File: src/rtl/fp_div_seq_pkg.sv
// Shared parameters, encodings and state type for the sequential single-precision divider.
package fp_div_seq_pkg;

    localparam int WIDTH     = 32;
    localparam int EXP_WIDTH = 8;
    localparam int SIG_WIDTH = 23;
    localparam int BIAS      = 127;

    localparam logic [WIDTH-1:0] QNAN       = 32'h7FC0_0000;
    localparam logic [WIDTH-1:0] POS_INF    = 32'h7F80_0000;
    localparam logic [WIDTH-1:0] NEG_INF    = 32'hFF80_0000;
    localparam logic [WIDTH-1:0] MAX_FINITE = 32'h7F7F_FFFF;

    localparam logic [1:0] RND_RNE = 2'b00;
    localparam logic [1:0] RND_RTZ = 2'b01;
    localparam logic [1:0] RND_POS = 2'b10;
    localparam logic [1:0] RND_NEG = 2'b11;

    // Quotient bits: integer, fraction, guard, round.
    localparam int QBITS  = SIG_WIDTH + 3;
    // Working exponent width leaves room for sign and overflow past the biased range.
    localparam int EXPC_W = EXP_WIDTH + 2;
    localparam int EXP_MAX = (1 << EXP_WIDTH) - 1;

    typedef enum logic [1:0] {
        S_IDLE,
        S_DIVIDE,
        S_ROUND,
        S_DONE
    } state_t;

endpackage

File: src/rtl/fp_div_special.sv
// Combinational detection of NaN/infinity/zero operand combinations and their fixed results.
module fp_div_special
    import fp_div_seq_pkg::*;
(
    input  logic [WIDTH-1:0] a,
    input  logic [WIDTH-1:0] b,
    output logic             hit,
    output logic [WIDTH-1:0] value
);

    logic sign;
    logic a_exp_max, b_exp_max, a_frac_nz, b_frac_nz;
    logic a_nan, b_nan, a_inf, b_inf, a_zero, b_zero;

    assign sign      = a[WIDTH-1] ^ b[WIDTH-1];
    assign a_exp_max = &a[WIDTH-2:SIG_WIDTH];
    assign b_exp_max = &b[WIDTH-2:SIG_WIDTH];
    assign a_frac_nz = |a[SIG_WIDTH-1:0];
    assign b_frac_nz = |b[SIG_WIDTH-1:0];
    assign a_nan     = a_exp_max & a_frac_nz;
    assign b_nan     = b_exp_max & b_frac_nz;
    assign a_inf     = a_exp_max & ~a_frac_nz;
    assign b_inf     = b_exp_max & ~b_frac_nz;
    // Subnormals are flushed: any zero exponent counts as zero.
    assign a_zero    = ~|a[WIDTH-2:SIG_WIDTH];
    assign b_zero    = ~|b[WIDTH-2:SIG_WIDTH];

    always_comb begin
        hit   = 1'b1;
        value = QNAN;
        if (a_nan || b_nan || (a_zero && b_zero) || (a_inf && b_inf)) begin
            value = QNAN;
        end else if (a_inf || b_zero) begin
            value = sign ? NEG_INF : POS_INF;
        end else if (a_zero || b_inf) begin
            value = {sign, {(WIDTH-1){1'b0}}};
        end else begin
            hit   = 1'b0;
            value = '0;
        end
    end

endmodule

File: src/rtl/fp_div_seq.sv
// Sequential IEEE-754 single-precision divider: restoring divide, one quotient bit per cycle.
module fp_div_seq
    import fp_div_seq_pkg::*;
(
    input  logic             clk,
    input  logic             rst,
    input  logic             start,
    input  logic [WIDTH-1:0] A,
    input  logic [WIDTH-1:0] B,
    input  logic [1:0]       rnd,
    output logic             busy,
    output logic             done,
    output logic [WIDTH-1:0] result
);

    localparam logic signed [EXPC_W-1:0] BIAS_S    = EXPC_W'(BIAS);
    localparam logic signed [EXPC_W-1:0] EXP_MAX_S = EXPC_W'(EXP_MAX);
    localparam logic [4:0]               LAST_CNT  = 5'(QBITS - 1);

    state_t state, state_next;
    logic [4:0] cnt;
    logic       accept;

    logic                     sp_hit;
    logic [WIDTH-1:0]         sp_val;
    logic [SIG_WIDTH:0]       sig_a, sig_b;
    logic                     a_lt_b;
    logic signed [EXPC_W-1:0] exp_init;

    logic                     sign, special;
    logic [1:0]               mode;
    logic [WIDTH-1:0]         special_val;
    logic signed [EXPC_W-1:0] exp;
    logic [SIG_WIDTH:0]       divisor;
    logic [SIG_WIDTH+1:0]     rem, rem_next;
    logic [SIG_WIDTH+2:0]     diff;
    logic                     q_bit;
    logic [QBITS-1:0]         quo;

    fp_div_special u_special (
        .a     (A),
        .b     (B),
        .hit   (sp_hit),
        .value (sp_val)
    );

    function automatic logic [WIDTH-1:0] round_pack(
        input logic                     s,
        input logic signed [EXPC_W-1:0] e,
        input logic [QBITS-1:0]         q,
        input logic                     sticky,
        input logic [1:0]               m
    );
        logic                     inexact, inc, ovf_inf;
        logic [SIG_WIDTH+1:0]     sig;
        logic signed [EXPC_W-1:0] ef;
        inexact = q[1] | q[0] | sticky;
        unique case (m)
            RND_RNE: begin inc = q[1] & (q[0] | sticky | q[2]); ovf_inf = 1'b1; end
            RND_RTZ: begin inc = 1'b0;                          ovf_inf = 1'b0; end
            RND_POS: begin inc = ~s & inexact;                  ovf_inf = ~s;   end
            RND_NEG: begin inc = s & inexact;                   ovf_inf = s;    end
        endcase
        sig = {1'b0, q[QBITS-1:2]} + {{(SIG_WIDTH+1){1'b0}}, inc};
        ef  = e;
        // Carry out of the significand renormalises to 1.0 at the next exponent.
        if (sig[SIG_WIDTH+1]) begin
            sig = sig >> 1;
            ef  = e + EXPC_W'(1);
        end
        if (ef >= EXP_MAX_S)
            return ovf_inf ? {s, POS_INF[WIDTH-2:0]} : {s, MAX_FINITE[WIDTH-2:0]};
        else if (ef <= 0)
            return {s, {(WIDTH-1){1'b0}}};
        else
            return {s, ef[EXP_WIDTH-1:0], sig[SIG_WIDTH-1:0]};
    endfunction

    assign accept = (state == S_IDLE) && start;
    assign busy   = (state != S_IDLE);
    assign done   = (state == S_DONE);

    // Operand prescale so the first quotient bit is always the integer one.
    assign sig_a    = {1'b1, A[SIG_WIDTH-1:0]};
    assign sig_b    = {1'b1, B[SIG_WIDTH-1:0]};
    assign a_lt_b   = sig_a < sig_b;
    assign exp_init = $signed({2'b00, A[WIDTH-2:SIG_WIDTH]}) - $signed({2'b00, B[WIDTH-2:SIG_WIDTH]})
                      + BIAS_S - (a_lt_b ? EXPC_W'(1) : EXPC_W'(0));

    assign diff     = {1'b0, rem} - {2'b00, divisor};
    assign q_bit    = ~diff[SIG_WIDTH+2];
    assign rem_next = q_bit ? {diff[SIG_WIDTH:0], 1'b0} : {rem[SIG_WIDTH:0], 1'b0};

    always_comb begin
        state_next = state;
        unique case (state)
            S_IDLE:   if (start) state_next = sp_hit ? S_ROUND : S_DIVIDE;
            S_DIVIDE: if (cnt == LAST_CNT) state_next = S_ROUND;
            S_ROUND:  state_next = S_DONE;
            S_DONE:   state_next = S_IDLE;
            default:  state_next = S_IDLE;
        endcase
    end

    always_ff @(posedge clk) begin
        if (!rst) begin
            state  <= S_IDLE;
            cnt    <= '0;
            result <= '0;
        end else begin
            state <= state_next;
            if (accept)
                cnt <= '0;
            else if (state == S_DIVIDE)
                cnt <= cnt + 5'd1;
            if (state == S_ROUND)
                result <= special ? special_val : round_pack(sign, exp, quo, |rem, mode);
        end
    end

    always_ff @(posedge clk) begin
        if (accept) begin
            sign        <= A[WIDTH-1] ^ B[WIDTH-1];
            mode        <= rnd;
            special     <= sp_hit;
            special_val <= sp_val;
            divisor     <= sig_b;
            rem         <= a_lt_b ? {sig_a, 1'b0} : {1'b0, sig_a};
            exp         <= exp_init;
        end else if (state == S_DIVIDE) begin
            rem <= rem_next;
            quo <= {quo[QBITS-2:0], q_bit};
        end
    end

endmodule
File: config.mk
export PLATFORM = sky130hd
export DESIGN_NAME = fp_div_seq
export DESIGN_NICKNAME = d
export VERILOG_FILES = /design/src/rtl/fp_div_seq_pkg.sv /design/src/rtl/fp_div_special.sv /design/src/rtl/fp_div_seq.sv
export SDC_FILE = /design/constraint.sdc
export NUM_CORES = 1
export LEC_CHECK = 0
export CAP_MARGIN = 20
export CORE_MARGIN = 1.5
export CORE_UTILIZATION = 25
export DETAILED_ROUTE_END_ITERATION = 6
export HOLD_SLACK_MARGIN = 0.08
export SKIP_CTS_REPAIR_TIMING = 1
export SYNTH_ARGS = -nofsm -noshare
export SYNTH_HDL_FRONTEND = slang
export SYNTH_HIERARCHICAL = 1
export SYNTH_SLANG_ARGS = --single-unit
File: constraint.sdc
create_clock -name clk -period 11.32 [get_ports clk]
set_input_delay 2.264 -clock clk [delete_from_list [all_inputs] [get_ports clk]]
set_output_delay 2.264 -clock clk [all_outputs]
set_load 0.03 [all_outputs]
==> results_dict.tcl <==
set metrics [dict create \
    grt_pass1_vias 8028 \
    clk_path_buf_depth 2 \
    crit_buf_inv 2 \
    dr_total_vias 8290 \
    numCtsBuffers 17 \
    synthMuxAreaShare_pct 0.3865 \
    synth_top_area_share_pct 34.78 \
    antenna_found_initial 2 \
    ant_nets 0 \
    final_nets 1292 \
    multiInputGateArea_um2 5341 \
    cpPeakStageDelay_ns 0.58 \
    grt_usage_pct 13.43 \
    fillCellCount 4185 \
    path_common_cell "ha_1" \
    fin_hold_ws_ns 0.4448 \
    reg2reg_depth 15 \
    crit_fanout 25 \
    setup_viol 0 \
    synth_edf_count 120 \
    finalWirelength_um 27680 \
    detail_route.first_pass.iterations 7 \
    start_util_pct 25.37 \
    synth_compound_area_share_pct 19.47 \
    hold_class "reg -> reg" \
    yosysWarnings 6 \
    root_buffer "clkbuf_16" \
    startpoint_type "input pin" \
    fmax_ghz 0.1509 \
    die_width_um 206.6 \
    grt.overflow.total 0 \
    synth-xor-area-share_pct 5.157 \
    synth_cell_type_count 81 \
    cp-endpoint "exp[9]" \
    endpoint_kind "flip-flop" \
    synth-simple-area-share_pct 16.57 \
    viasPerCell 4.891 \
    tightestPinTransition_ns 1.017 \
    ys_ff_latch 159 \
    core_um2 40830 \
    avgRoutedWirePerCell_um 16.33 \
    seq_area_um2 4384 \
    rrSetupSlack_ns 6.64 \
    insertion_delay_ns 0.44 \
    min_period_ns 6.625 \
    async_flop_share_pct 0 \
    synth_top_family_by_area "compound AO/OA/AOI/OAI gates" \
    crit_slowest_cell "or2_1" \
    ir_worst_vdd_mv 0.1429 \
    die_area_um2 42670 \
    die_h_um 206.6 \
    rows 74 \
    drc 0 \
    power.density_nw_per_um2 250.0 \
    maxCapViolCount 0 \
    slew_violations 0 \
    maxSlewHeadroom_pct 32.22 \
    h-tree-depth 4 \
    critical_path_class "in -> reg" \
    critical_path.cell_chain "clkdlybuf4s50_1 -> ha_1 -> a2111oi_0 -> nor3_1 -> o41ai_1 -> a31oi_1 -> buf_4 -> or2_1 -> ha_1 -> ha_1 -> fa_1 -> a21oi_1 -> nor2_1 -> nor2_1 -> o21bai_1 -> a21oi_1 -> nor2b_1 -> nor3b_1" \
    cp.arrival_ns 6.90 \
    yosys_most_used_dff "edfxtp_1" \
    dpl.hpwl_um 20700 \
    synth_largest_area_cell "edfxtp_1" \
    layout_common_cells "edfxtp_1, clkdlybuf4s50_1, inv_1, ha_1, nand2_1" \
    gp_congestion 0.8607 \
    avgSynthCellArea_um2 9.700 \
    startpoint "A[1]" \
    skew_ns 0.01786 \
    pin_count 103 \
    syn_to_final_growth_pct 19.95 \
    clock_sinks 159 \
    synth_adder_area_share_pct 9.155 \
    cp_top_family "compound AO/OA/AOI/OAI gates" \
    seq_area_frac_synth_pct 42.32 \
    grt_max_degree 74 \
    grt_setup_unrepaired "no" \
    cts_tree "done" \
    finalCritPeriodShare_pct 58.52 \
    r2r-start "rem[23]" \
    tns_ns 0 \
    io_buffers 102 \
    setup_ws_ns 4.695 \
    hold_viol 0 \
    status "complete, no violations" \
    drt-initial-drc-count 531 \
    synth_area_leaders "edfxtp_1, ha_1, dfxtp_1, inv_1, xnor2_1" \
    crit_required_ns 11.59 \
    grt_pass1_wl_um 44500 \
    p_leak_nw 4.635 \
    postSynthCellCount 1068 \
    drive_gt1_share_pct 5.680 \
    final_common_cell "edfxtp_1" \
    path_clk_slew_ns 0.07 \
    synth_area_um2 10360 \
    reg2reg_to "result[5]" \
    utilization_pct 30.43 \
    cp.depth 18 \
    place_ws_ns 4.298 \
]
## registers in the layout (all words and copies together) (netlist names)
signal       count
state            2
mode             2
divisor         23
sign             1
result          32
rem             25
exp             10
cnt              5
special          1
special_val     32
quo             26
## layout make-up
cell class / instances / area share (%)
Multi-Input combinational cell: 772 / 42.98
Sequential cell: 159 / 35.28
Timing Repair Buffer: 113 / 8.880
Tap cell: 532 / 5.356
Clock buffer: 17 / 3.423
Inverter: 86 / 2.598
Clock inverter: 15 / 1.460
Antenna cell: 1 / 0.02014
## power by group
part / leakage [nW] / internal, mW / total [mW] / switching, mW
registers: 1.46 / 0.902 / 1.05 / 0.152
logic: 2.88 / 0.594 / 1.46 / 0.866
clock network: 0.297 / 0.302 / 0.593 / 0.291
## per-layer routing
metal / global-route usage (%) / vias to the layer above / share of wire (%)
met5: 0 / - / 0
met4: 3.261 / 0 / 1.3
met3: 2.684 / 19 / 5.7
met2: 21.44 / 224 / 45
met1: 18.55 / 3959 / 48
li1: - / 4088 / -
## synth_stat cells (4+ instances only)
master    count
o21ai_1      30
nor3b_1      27
nor3_1       15
mux2i_1       4
nor2b_1       7
xnor2_1      32
inv_1        86
nand3_1      38
nand2b_1      7
edfxtp_1    120
and3_1        8
dfxtp_1      39
nand4_1      23
or2_2         5
a21bo_1      20
nor2_1       56
o31a_1       13
ha_1         71
o21ai_0      52
clkbuf_1     32
nand2_1      68
a21oi_1      36
or3_1        13
buf_4        29
buf_1         5
a211oi_1     27
buf_2         5
xor2_1       29
nor4_1       25
a31oi_1      31
o21bai_1      8
o21a_1       19
a21o_1       20
## cells by family (layout without fill, tap and decap cells)
family | Yosys count | count (layout)
and+or+nand+nor | 316 | 316
AOI/OAI and AO/OA | 295 | 295
DFF | 159 | 159
buffers and inverters | 158 | 231
adders and majority gates | 74 | 74
xor gates and xnor gates | 61 | 61
muxes | 4 | 4
other | 1 | 23
## worst register-to-register path, delay by kind of cell, from the launching register on
family                     cells  cell delay (ns)
buffers and inverters          1             0.08
xor gates and xnor gates       1             0.64
DFF                            1             0.46
and+or+nand+nor                6             1.43
adders and majority gates      2             0.43
AOI/OAI and AO/OA              5             1.55
## metrics by stage
| stage | cell area (µm²) | power (mW) | cells |
|---|---|---|---|
| floorplan | 10440 | 2.108 | 1089 |
| global placement | 11810 | 2.497 | 1661 |
| detailed placement | 11810 | 2.518 | 1661 |
| CTS | 12420 | 3.124 | 1693 |
| global route | 12420 | 3.340 | 1694 |
| finish | 12430 | 3.107 | 1695 |
## worst min path at each step
| stage | from | to | slack, ns | depth (start not counted) |
|---|---|---|---|---|
| 4_1_cts | result[7] | result[7] | 0.45 | 2 |
| 2_1_floorplan | quo[0] | quo[1] | 0.43 | 0 |
| 5_1_grt | result[14] | result[14] | 0.47 | 2 |
| 6_report | result[7] | result[7] | 0.44 | 2 |
| 3_5_place_dp | result[7] | result[7] | 0.44 | 2 |
| 3_3_place_gp | result[7] | result[7] | 0.44 | 2 |
Note: power is estimated with default switching activity, not from simulation.
